`config.mk`:
```
export PLATFORM = sky130hd
export DESIGN_NAME = stream_mux_rr
export DESIGN_NICKNAME = d
export VERILOG_FILES = /design/src/rtl/stream_mux_rr_pkg.sv /design/src/rtl/stream_mux_rr_arbiter.sv /design/src/rtl/stream_mux_rr.sv
export SDC_FILE = /design/constraint.sdc
export NUM_CORES = 1
export LEC_CHECK = 0
export ABC_AREA = 1
export BUFFER_PORTS_ARGS = -buffer_cell sky130_fd_sc_hd__clkbuf_2
export CORE_MARGIN = 4
export CORE_UTILIZATION = 50
export DETAILED_ROUTE_END_ITERATION = 12
export PLACE_DENSITY_LB_ADDON = 0.08
export SETUP_SLACK_MARGIN = 0.5
export SYNTH_ARGS = -nofsm -noshare
export SYNTH_HDL_FRONTEND = slang
export SYNTH_SLANG_ARGS = --single-unit
```
`constraint.sdc`:
```
create_clock -name clk -period 5.6 [get_ports clk]
set_input_delay 1.12 -clock clk [delete_from_list [all_inputs] [get_ports clk]]
set_output_delay 1.12 -clock clk [all_outputs]
set_load 0.005 [all_outputs]
```
`src/rtl/stream_mux_rr_pkg.sv`:
```
// Shared types and constants for the registered N:1 stream multiplexer.
package mux_pkg;

  localparam logic MODE_FIXED = 1'b0;
  localparam logic MODE_RR    = 1'b1;

  typedef enum logic {
    ST_EMPTY = 1'b0,
    ST_FULL  = 1'b1
  } ost_e;

endpackage

```
`src/rtl/stream_mux_rr_arbiter.sv`:
```
// Rotating-priority arbiter: the request nearest after 'last' (mod N) wins when enabled.
module rr_arbiter #(
  parameter  int N    = 4,
  localparam int SELW = $clog2(N)
) (
  input  logic [N-1:0]    req,
  input  logic [SELW-1:0] last,
  input  logic            en,
  output logic [N-1:0]    grant,
  output logic [SELW-1:0] grant_idx
);

  logic [N-1:0]    hit;
  logic [SELW-1:0] idx;
  logic [SELW-1:0] j;

  // Walk from the farthest offset to the nearest so the nearest requester overwrites.
  always_comb begin
    hit = '0;
    idx = '0;
    j   = '0;
    for (int i = N; i >= 1; i--) begin
      j = SELW'((int'(last) + i) % N);
      if (req[j]) begin
        hit    = '0;
        hit[j] = 1'b1;
        idx    = j;
      end
    end
  end

  assign grant     = en ? hit : '0;
  assign grant_idx = idx;

endmodule

```
`src/rtl/stream_mux_rr.sv`:
```
// N-input, W-bit registered stream mux with valid/ready; fixed-select or round-robin grant.
import mux_pkg::*;

module stream_mux_rr #(
  parameter  int N    = 4,
  parameter  int W    = 8,
  localparam int SELW = $clog2(N)
) (
  input  logic            clk,
  input  logic            rst,
  input  logic [N*W-1:0]  in_data,
  input  logic [N-1:0]    in_valid,
  output logic [N-1:0]    in_ready,
  input  logic            mode,
  input  logic [SELW-1:0] sel,
  output logic [W-1:0]    out_data,
  output logic            out_valid,
  output logic [SELW-1:0] out_sel,
  input  logic            out_ready
);

  ost_e            state_q, state_d;
  logic            load_en;
  logic            any_g;
  logic [N-1:0]    fix_g;
  logic [N-1:0]    rr_g;
  logic [N-1:0]    g;
  logic [SELW-1:0] rr_idx;
  logic [SELW-1:0] g_idx;
  logic [SELW-1:0] last_grant;
  logic [W-1:0]    g_data;

  assign out_valid = (state_q == ST_FULL);
  assign load_en   = !out_valid || out_ready;

  // Out-of-range sel matches no channel, so it grants nothing.
  always_comb begin
    fix_g = '0;
    for (int k = 0; k < N; k++)
      fix_g[k] = (sel == SELW'(k)) && in_valid[k] && load_en;
  end

  rr_arbiter #(.N(N)) u_arb (
    .req       (in_valid),
    .last      (last_grant),
    .en        (load_en),
    .grant     (rr_g),
    .grant_idx (rr_idx)
  );

  // Nothing may transfer while reset is held.
  assign g        = rst ? '0 : ((mode == MODE_RR) ? rr_g : fix_g);
  assign g_idx    = (mode == MODE_RR) ? rr_idx : sel;
  assign any_g    = |g;
  assign in_ready = g;

  always_comb begin
    g_data = '0;
    for (int k = 0; k < N; k++)
      if (g[k]) g_data = in_data[k*W +: W];
  end

  always_comb begin
    state_d = state_q;
    case (state_q)
      ST_EMPTY: if (any_g) state_d = ST_FULL;
      ST_FULL:  if (out_ready && !any_g) state_d = ST_EMPTY;
      default:  state_d = ST_EMPTY;
    endcase
  end

  always_ff @(posedge clk or posedge rst) begin
    if (rst) begin
      state_q    <= ST_EMPTY;
      out_data   <= '0;
      out_sel    <= '0;
      last_grant <= SELW'(N - 1);
    end else begin
      state_q <= state_d;
      if (any_g) begin
        out_data   <= g_data;
        out_sel    <= g_idx;
        last_grant <= g_idx;
      end
    end
  end

endmodule
```
==> metrics.txt <==
run status finished, final reports clean; layout cells sized above 1 0.280; vias per cell 4.88; clk sinks 13; Reg clk slew, reported paths roughly 0.08 ns; most common cell after layout, fill and taps aside nand2_1; Resize count post-CTS 0; WL met1 1550 um; WHS Path Cells 2; Port Buffers 56; GR Overflow Total 0; Mapped Area 1530 um^2; WL final 3730 um; 1st-iter DRT viols around 150; endpoint class of the critical path output port; post-synthesis register bit count 13; Die W 63.3 um; hold buffers post-CTS 0; RSZ-0062 raised after global routing false; wire length on met2 1870 um; worst-case clock skew 0.00134 ns; minimum clock period 3.70 ns; yosys warns 0; Worst slew margin 0.464; Arr. time, crit path roughly 2.6 ns; period utilization 0.661; WL/cell 10.7 um; Die Height 63.3 um; Layout area overhead 20.3%; Pleak 1.19 nW; Post-Synthesis Cells 262; Layout fillers 294; drt drc 0; post-synthesis sequential area ratio 0.215; Max Clk Rate 0.270 GHz; most frequent cells in the layout nand2_1, clkbuf_2, inv_1, nand3_1, o21ai_0; Top-Level Pins 57; max-cap violation count 0; PD cells 472 nW/um^2; Final Instance Area between 1500 and 2000 um^2; CTS tree yes; unique cell type count in the Yosys netlist 25; GPL Wtd Cong roughly 0.93; postcts setup bufs 0; vias in the first global route 1,519; Highest Signal Layer met4; Tot Pwr 0.867 mW; R2R cell count 15; die area 4000 um^2; Setup TNS 0 ns; 1st-pass router iterations 4; utilization after layout 0.649; core area 2830 um^2; Root Buffer clkbuf_4; initial antenna violation count 0; Worst Tran Pin Value 0.801 ns; Final #Nets 367; antenna cells 0; row cnt 19; crit-path max FO 18; pin count of the biggest net entering global routing 19; met3 wire length approximately 250 um; via count 1,704; Post-Syn Area per Cell 5.83 um^2; H-tree depth 1; Hold WC Path Type reg -> reg; final slew viol count 0; Fin. Hold Viols 0; DP Wirelength 3110 um; placed cell areas ~1800 um^2; setup violation total in the final timing report 0; total CTS buffers 3; first-pass GRT wire length 6470 um; maximum VDD drop approximately 290 uV; maximum clock path buffer count 2; kind of critical path reg -> out; syn nets 310; Critical Path RT 4.48 ns; Startpoint Class register; Antenna Violating Nets Remaining 0; Global Route Usage Sum 0.196; initial core utilization 0.540; clock network latency to the later pin of the worst-skew pair 0.27 ns
==> power by group <==
group          leakage, nW  switching, mW  internal, mW
Clock               0.0150         0.0294        0.0276
Combinational         1.03          0.402         0.224
Sequential           0.151         0.0357         0.148
==> synthesized netlist by cell type <==
master | number | area share
nand2_1 | 92 | 0.23
inv_1 | 52 | 0.13
nand3_1 | 31 | 0.10
o21ai_0 | 12 | 0.039
dfrtp_1 | 11 | 0.18
nor2_1 | 11 | 0.027
nand2_2 | 9 | 0.037
or2_2 | 7 | 0.029
a21oi_1 | 6 | 0.020
ha_1 | 6 | 0.049
inv_2 | 4 | 0.0098
nand2_4 | 3 | 0.022
o21ai_1 | 3 | 0.0098
buf_6 | 2 | 0.015
dfstp_2 | 2 | 0.034
nand3_2 | 2 | 0.013
a211oi_1 | 1 | 0.0049
a21boi_0 | 1 | 0.0049
buf_2 | 1 | 0.0033
buf_4 | 1 | 0.0049
inv_4 | 1 | 0.0041
nand2_8 | 1 | 0.013
nand4_4 | 1 | 0.014
o221ai_1 | 1 | 0.0057
or2_1 | 1 | 0.0041
==> through the flow <==
stage / cells / worst slack, ns / hold slack (ns)
2_1_floorplan: 262 / 2.43 / 0.465
5_1_grt: 349 / 1.63 / 0.506
3_3_place_gp: 345 / 2.03 / 0.458
6_report: 349 / 1.90 / 0.478
3_5_place_dp: 345 / 1.96 / 0.464
4_1_cts: 349 / 1.88 / 0.485
==> sequential cells by signal, indices dropped and copies added, names as in the netlist <==
| signal | cells |
|---|---|
| last_grant | 2 |
| out_data | 8 |
| out_sel | 2 |
| out_valid | 1 |
==> cells by family (layout without fill, tap and decap cells) <==
kind of cell               Yosys count  in the layout  synth area share
AOI/OAI and AO/OA                   24             24            0.0844
adders and majority gates            6              6            0.0492
buffers and inverters               61            117             0.165
DFF                                 13             13             0.215
and+or+nand+nor                    158            158             0.487
==> critical path, stage by stage, from the launching register on <==
cell and delay, ns:
dfstp_2 0.63, inv_2 0.14, ha_1 0.37, inv_1 0.12, nand3_2 0.12, nand2_2 0.14
inv_2 0.07, nand2_1 0.06, nand3_1 0.07, nand2_1 0.07, nand3_1 0.08, nand2_2 0.25
inv_1 0.07, clkbuf_2 0.11
==> path summary, 6_finish.rpt <==
kind / slack (ns) / end / from
max: 1.90 / in_ready[3] / last_grant[0]
min: 0.48 / out_sel[0] / out_sel[0]
max reg2reg: 2.89 / out_data[4] / last_grant[0]
min reg2reg: 0.48 / out_sel[0] / out_sel[0]
max in group asynchronous: 4.41 / last_grant[0] / rst
min in group asynchronous: 0.85 / out_valid / rst
==> cell type report <==
cell class	count	area (um^2)	share of cell area
Inverter	57	216	0.118
Sequential cell	13	328	0.178
Tap cell	31	38.8	0.0211
Multi-Input combinational cell	188	947	0.516
Clock buffer	4	26.3	0.0143
Timing Repair Buffer	56	280	0.153
==> metal layers <==
| metal | track usage | vias up |
|---|---|---|
| met2 | 0.347 | 55 |
| met3 | 0.0426 | 7 |
| met1 | 0.239 | 735 |
| met5 | 0 | - |
| met4 | 0.0539 | 0 |
| li1 | - | 907 |
Power figures use the tool's default switching activity.
